**config.mk**
```make
export PLATFORM = sky130hd
export DESIGN_NAME = loadable_down_counter_flat
export DESIGN_NICKNAME = d
export VERILOG_FILES = /design/src/rtl/lgs_counter_pkg.sv /design/src/rtl/loadable_down_counter_if.sv /design/src/rtl/loadable_down_counter_next.sv /design/src/rtl/loadable_down_counter.sv /design/src/flat_wrapper.sv
export SDC_FILE = /design/constraint.sdc
export NUM_CORES = 1
export LEC_CHECK = 0
export ABC_AREA = 1
export CAP_MARGIN = 5
export CORE_UTILIZATION = 25
export CTS_BUF_LIST = sky130_fd_sc_hd__clkbuf_8 sky130_fd_sc_hd__clkbuf_16
export CTS_CLUSTER_DIAMETER = 100
export DETAILED_ROUTE_END_ITERATION = 7
export PLACE_DENSITY = 0.49
export SLEW_MARGIN = 40
export SYNTH_ARGS = -nofsm -noshare
export SYNTH_HDL_FRONTEND = slang
export SYNTH_HIERARCHICAL = 1
export SYNTH_SLANG_ARGS = --single-unit
```
**constraint.sdc**
```tcl
create_clock -name clk -period 3.4 [get_ports clk]
set_clock_uncertainty 0.1 [all_clocks]
set_input_delay 1.02 -clock clk [delete_from_list [all_inputs] [get_ports clk]]
set_output_delay 1.02 -clock clk [all_outputs]
set_load 0.05 [all_outputs]
```
**src/rtl/lgs_counter_pkg.sv**
```systemverilog
`default_nettype none
// ============================================================================
// Module      : lgs_counter_pkg
// Description : Shared constants and types for the lgsynth91 counter family.
// Revision    : 1.0 - initial release
// ============================================================================
package lgs_counter_pkg;

    // Underflow behaviour selectors
    localparam int MODE_WRAP   = 0;
    localparam int MODE_RELOAD = 1;
    localparam int MODE_STOP   = 2;

    // Operation selected on a given edge, already resolved by priority
    typedef enum logic [1:0] {
        OP_HOLD  = 2'd0,
        OP_CLR   = 2'd1,
        OP_LOAD  = 2'd2,
        OP_COUNT = 2'd3
    } count_op_e;

    function automatic bit mode_is_valid(input int mode);
        return (mode >= MODE_WRAP) && (mode <= MODE_STOP);
    endfunction

endpackage : lgs_counter_pkg
`default_nettype wire

```
**src/rtl/loadable_down_counter_if.sv**
```systemverilog
`default_nettype none
// ============================================================================
// Module      : loadable_down_counter_if
// Description : Control/status bundle of one down-counter stage.
// Revision    : 1.0 - initial release
// ============================================================================
interface loadable_down_counter_if #(
    parameter int WIDTH = 4
) ();

    logic             clr;
    logic             load;
    logic [WIDTH-1:0] d;
    logic             en_p;
    logic             en_t;
    logic [WIDTH-1:0] q;
    logic             tc;
    logic             uf;
    logic             expired;

    modport master (
        output clr, load, d, en_p, en_t,
        input  q, tc, uf, expired
    );

    modport slave (
        input  clr, load, d, en_p, en_t,
        output q, tc, uf, expired
    );

endinterface : loadable_down_counter_if
`default_nettype wire

```
**src/rtl/loadable_down_counter_next.sv**
```systemverilog
`default_nettype none
// ============================================================================
// Module      : down_count_next
// Description : Combinational next-state function of the down-counter.
// Revision    : 1.0 - initial release
// ============================================================================
module down_count_next
    import lgs_counter_pkg::*;
#(
    parameter int WIDTH = 4,
    parameter int MODE  = MODE_WRAP
) (
    input  wire logic [WIDTH-1:0] q,
    input  wire logic [WIDTH-1:0] reload_q,
    input  wire logic             clr,
    input  wire logic             load,
    input  wire logic [WIDTH-1:0] d,
    input  wire logic             en,
    input  wire logic             halted,
    output logic      [WIDTH-1:0] q_next,
    output logic                  uf_event
);

    localparam logic [WIDTH-1:0] c_one = {{(WIDTH-1){1'b0}}, 1'b1};

    count_op_e w_op;

    always_comb begin
        w_op = OP_HOLD;
        if (clr) begin
            w_op = OP_CLR;
        end else if (load) begin
            w_op = OP_LOAD;
        end else if (en && !halted) begin
            w_op = OP_COUNT;
        end
    end

    always_comb begin
        q_next   = q;
        uf_event = 1'b0;
        case (w_op)
            OP_CLR:  q_next = '0;
            OP_LOAD: q_next = d;
            OP_COUNT: begin
                if (q != '0) begin
                    q_next = q - c_one;
                end else if (MODE == MODE_WRAP) begin
                    q_next   = '1;
                    uf_event = 1'b1;
                end else if (MODE == MODE_RELOAD) begin
                    // A zero reload value keeps q at 0 and pulses uf every step
                    q_next   = reload_q;
                    uf_event = 1'b1;
                end else begin
                    q_next = '0;
                end
            end
            default: q_next = q;
        endcase
    end

endmodule : down_count_next
`default_nettype wire

```
**src/rtl/loadable_down_counter.sv**
```systemverilog
`default_nettype none
// ============================================================================
// Module      : loadable_down_counter
// Description : Cascadable loadable down-counter with terminal count output.
// Revision    : 1.0 - initial release
// ============================================================================
module loadable_down_counter
    import lgs_counter_pkg::*;
#(
    parameter int WIDTH = 4,
    parameter int MODE  = MODE_WRAP
) (
    input  wire logic               clk,
    input  wire logic               rst,
    loadable_down_counter_if.slave  bus
);

    if (!mode_is_valid(MODE)) begin : g_bad_mode
        $error("loadable_down_counter: MODE must be 0, 1 or 2");
    end

    if (WIDTH < 2) begin : g_bad_width
        $error("loadable_down_counter: WIDTH must be at least 2");
    end

    logic [WIDTH-1:0] r_q;
    logic [WIDTH-1:0] r_reload_q;
    logic             r_uf;
    logic [WIDTH-1:0] w_q_next;
    logic             w_uf_event;
    logic             w_en;
    logic             w_halted;
    logic             w_step;

    assign w_en   = bus.en_p & bus.en_t;
    assign w_step = w_en & ~w_halted & ~bus.clr & ~bus.load;

    down_count_next #(
        .WIDTH (WIDTH),
        .MODE  (MODE)
    ) u_next (
        .q        (r_q),
        .reload_q (r_reload_q),
        .clr      (bus.clr),
        .load     (bus.load),
        .d        (bus.d),
        .en       (w_en),
        .halted   (w_halted),
        .q_next   (w_q_next),
        .uf_event (w_uf_event)
    );

    always_ff @(posedge clk or posedge rst) begin
        if (rst) begin
            r_q        <= '0;
            r_reload_q <= '0;
            r_uf       <= 1'b0;
        end else begin
            r_q  <= w_q_next;
            r_uf <= w_uf_event;
            if (bus.load && !bus.clr) begin
                r_reload_q <= bus.d;
            end
        end
    end

    if (MODE == MODE_STOP) begin : g_expired
        logic r_expired;

        // Set whenever a count step leaves q at 0, including a step from 0
        always_ff @(posedge clk or posedge rst) begin
            if (rst) begin
                r_expired <= 1'b0;
            end else if (bus.clr || bus.load) begin
                r_expired <= 1'b0;
            end else if (w_step && (w_q_next == '0)) begin
                r_expired <= 1'b1;
            end
        end

        assign w_halted    = r_expired;
        assign bus.expired = r_expired;
    end else begin : g_no_expired
        assign w_halted    = 1'b0;
        assign bus.expired = 1'b0;
    end

    assign bus.q  = r_q;
    assign bus.uf = r_uf;
    // Cascade path stays combinational so the next stage steps on our wrap edge
    assign bus.tc = bus.en_t & (r_q == '0);

endmodule : loadable_down_counter
`default_nettype wire

```
**src/flat_wrapper.sv**
```systemverilog
// flat-port wrapper written by rule: the top's interface ports become plain ports
module loadable_down_counter_flat import lgs_counter_pkg::*;
#(
    parameter int WIDTH = 4,
    parameter int MODE  = MODE_WRAP
)
  (clk, rst, bus_clr, bus_load, bus_d, bus_en_p, bus_en_t, bus_q, bus_tc, bus_uf, bus_expired);
  loadable_down_counter_if #(.WIDTH(WIDTH)) bus_i ();
  input  wire logic clk;
  input  wire logic rst;
  input wire logic [$bits(bus_i.clr)-1:0] bus_clr;
  input wire logic [$bits(bus_i.load)-1:0] bus_load;
  input wire logic [$bits(bus_i.d)-1:0] bus_d;
  input wire logic [$bits(bus_i.en_p)-1:0] bus_en_p;
  input wire logic [$bits(bus_i.en_t)-1:0] bus_en_t;
  output wire logic [$bits(bus_i.q)-1:0] bus_q;
  output wire logic [$bits(bus_i.tc)-1:0] bus_tc;
  output wire logic [$bits(bus_i.uf)-1:0] bus_uf;
  output wire logic [$bits(bus_i.expired)-1:0] bus_expired;
  assign bus_i.clr = bus_clr;
  assign bus_i.load = bus_load;
  assign bus_i.d = bus_d;
  assign bus_i.en_p = bus_en_p;
  assign bus_i.en_t = bus_en_t;
  assign bus_q = bus_i.q;
  assign bus_tc = bus_i.tc;
  assign bus_uf = bus_i.uf;
  assign bus_expired = bus_i.expired;
  loadable_down_counter #(.WIDTH(WIDTH), .MODE(MODE)) u_core (.clk(clk), .rst(rst), .bus(bus_i));
endmodule
```
Word level (Yosys, flattened, before mapping)
Index checks and enable logic that the tools add are counted.

storage, ports and cells
  register bits = 5
  bits of input ports = 10
  output and inout bits = 7
  logic and storage cells = 18

operators by class
  add/subtract/negate cells = 1
  equal/unequal tests = 3
  muxes and demuxes = 7
  bitwise logic cells = 2
  reductions and logical operators = 3

operators by type and width
  operator                                             number
  case mux 4 bit (3 select lines)                      1
  two-way mux 2 bit                                    3
  equality test 2 bit, second input constant           2
  zero test 4 bit                                      1
  two-way mux 4 bit                                    1
  nonzero test 4 bit                                   1
  subtractor 4 x 1 -> 4 bit, second input constant     1
  nonzero test 3 bit                                   1
  AND 1 bit                                            2
  equality test 2 x 1 -> 1 bit, second input constant  1
  two-way mux 1 bit                                    2

Depth between registers and ports, before layout
  depth in word-level cells = 6
  gate-level depth with buffers = 8
  depth with buffers taken out = 8

Hierarchy
The synthesis kept the hierarchy.

modules (own cells, without submodules)
  module                 instances  cells each  area each (um^2)  seq. area each (um^2)
  loadable_down_counter  1          34          330.3             225.2
  down_count_next        1          39          185.2             0.0

Worst setup path before layout
No wires, ideal clock.

  path kind = input -> output
  start = input port bus_en_t
  end = output port bus_tc
  arrival = 1720 ps
  required time = 2280 ps
  path slack = 560 ps
  cell stages on the path = 2
  path through = nand2_1 -> nor2_1

on the way
  cells in the longest elaborated chain, start to end = 1

RTL lines
  item             RTL line                     source
  start, declared  flat_wrapper.sv:15           input wire logic [$bits(bus_i.en_t)-1:0] bus_en_t;
  AND 1 bit        loadable_down_counter.sv:91  assign bus.tc = bus.en_t & (r_q == '0);
  end, declared    flat_wrapper.sv:17           output wire logic [$bits(bus_i.tc)-1:0] bus_tc;

No other way between the ends.

Worst setup path in the final report
Same ends and word-level chain as after synthesis.

==> flow_metrics.py <==
metrics = {
    "sta": {
        "setup_violations": 0,
        "max-slew-margin-rel_pct": 66.6,
        "fin_crit_ns": 3.00,
        "slew_violations": 0,
        "rsz0062_at_grt": "no",
        "period_share_pct": 88.4,
        "worst_pin_slew_ns": 0.499,
        "whs_ns": 0.426,
        "hold_violations": 0,
        "setup_ws_ns": 0.396,
        "timing.fmax_ghz": 0.333,
        "fin_tns_setup_ns": 0,
    },
    "worst_setup_path": {
        "path_max_fanout": 2,
        "r2r_end": "u_core/bus.q[3]",
        "crit_start": "bus_en_t",
        "rr_worst_depth": 8,
        "critPathLaunchType": "input port",
        "endpoint_kind": "output pin",
        "path_buf_inv": 2,
        "crit_type": "input port to output pin",
        "slowest_delay_ns": 0.47,
        "r2r-start": "u_core/bus.q[0]",
        "cp_slowest_cell": "clkdlybuf4s50_1",
        "worstPathCellList": "clkdlybuf4s50_1 > nand2_1 > nor2_1 > buf_12",
        "cp.arrival_ns": 1.88,
        "critPathTopFamily": "buffers and inverters",
        "required_ns": 2.28,
        "rrSetupSlack_ns": 2.05,
    },
    "global_routing": {
        "gr-total-overflow": 0,
        "antenna_found_initial": 0,
        "grt_first_pass_wirelength_um": 1300,
        "grt_pass1_vias": 326,
        "grt_max_degree": 7,
        "grt_util_all_layers_pct": 13.2,
    },
    "pwr": {
        "cellPowerDensity_nw_per_um2": 422,
        "p_leak_uw": 0.000290,
        "ir_worst_vdd_v": 0.000194,
        "power_frac_comb_pct": 28.3,
        "switching_share_pct": 30.4,
        "clkPwrFrac_pct": 43.8,
        "p_total_uw": 243,
        "switching_power_uw": 73.8,
        "seqPwrFrac_pct": 27.9,
        "p_int_uw": 169,
    },
    "hold_path": {
        "worstHoldPathCells": 1,
        "hp-start": "u_core/bus.q[3]",
        "hold_class": "flip-flop to flip-flop",
        "min_to": "u_core/bus.uf",
    },
    "clock_tree": {
        "clkTransAtPathRegs_ns": 0.03,
        "clock_latency_ns": 0.22,
        "numClockSinks": 5,
        "tritoncts": "built",
        "ctsRootBufferMaster": "clkbuf_8",
        "cts_setup_buffers": 0,
        "cts_buffers": 3,
        "clk_path_buf_depth": 2,
        "cts_resized": 0,
        "htreeDepth": 1,
        "cts_hold_buf": 0,
    },
    "finish": {
        "fillerInstances": 144,
        "num_antenna_cells": 0,
        "nets": 86,
        "syn2layout_area_growth_pct": 62.0,
        "drive_gt1_share_pct": 12.2,
        "stdcell_count": 89,
    },
    "floorplan": {
        "rows": 13,
        "dieArea_um2": 1580,
        "core_area_um2": 1320,
        "ios": 17,
        "die_w_um": 39.7,
        "start_util_pct": 27.0,
        "die_h_um": 39.7,
    },
    "place": {
        "place_congestion": 0.783,
        "place_ws_ns": 0.393,
        "io_buffers": 15,
        "place_hpwl_um": 606,
        "place_inst": 85,
    },
    "yosys": {
        "synthCells": 55,
        "synth_area_um2": 355,
        "syn_area_per_cell_um2": 6.46,
        "yosysWarnings": 6,
    },
    "detailed_routing": {
        "ant_nets": 0,
        "route.vias.total": 374,
        "dr.pass1.iters": 4,
        "wl_per_cell_um": 8.84,
        "drt-total-wl_um": 787,
        "drc": 0,
        "drt_iter0_markers": 10,
        "via_per_inst": 4.20,
    },
    "status": {
        "status": "complete, no violations",
    },
    "job": {
        "max_cap_violations": 0,
    },
}
[final cells by class]
| class | instances | area (um^2) | area share (%) |
|---|---|---|---|
| inverter | 12 | 45.0 | 7.83 |
| clock buffer | 3 | 41.3 | 7.17 |
| multi-input combinational | 38 | 181 | 31.5 |
| clock inverter | 1 | 3.75 | 0.652 |
| sequential | 5 | 125 | 21.7 |
| tap | 15 | 18.8 | 3.26 |
| timing repair buffer | 15 | 160 | 27.8 |
[per-layer routing]
metal	vias to the layer above	track usage (%)	routed length, um
li1	199	-	-
met1	163	16.5	410
met2	10	18.9	330
met3	2	3.41	32
met4	0	10.3	14
met5	-	0	0
[state kept, by name, indices dropped and copies added (netlist names)]
| register | count |
|---|---|
| u_core/bus.q | 4 |
| u_core/bus.uf | 1 |
[how the worst max path moves through the flow]
stage / end / slack (ns) / depth (start not counted)
floorplan: bus_tc / 0.56 / 2
global placement: bus_tc / 0.39 / 4
detailed placement: bus_tc / 0.39 / 4
CTS: bus_tc / 0.39 / 4
global route: bus_tc / 0.34 / 4
finish: bus_tc / 0.40 / 4
[power groups by stage]
stage,clock (uW),sequential [uW],combinational (uW)
after floorplan,0,80.1,29.7
after global placement,0,68.8,68.5
after detailed placement,0,68.8,68.8
after CTS,110,68.1,69.0
after global routing,114,68.8,75.2
final,106,67.9,68.8
[layout by cell type, fill, tap and decap left out]
master	instances
conb_1	2
nand3_1	5
clkbuf_8	3
o211ai_1	1
clkdlybuf4s50_1	14
nor2_4	1
buf_12	1
inv_2	1
nand3_2	1
ha_1	1
nand2_1	19
dfrtp_1	5
nor2_1	5
inv_1	12
o21ai_0	1
nor2_2	2
[stage by stage]
stage	cell area [um^2]	util (%)
6_report	576	43.7
3_3_place_gp	531	40.3
5_1_grt	576	43.7
4_1_cts	576	43.7
3_5_place_dp	531	40.3
2_1_floorplan	359	-
Note: power is estimated with default switching activity, not from simulation.
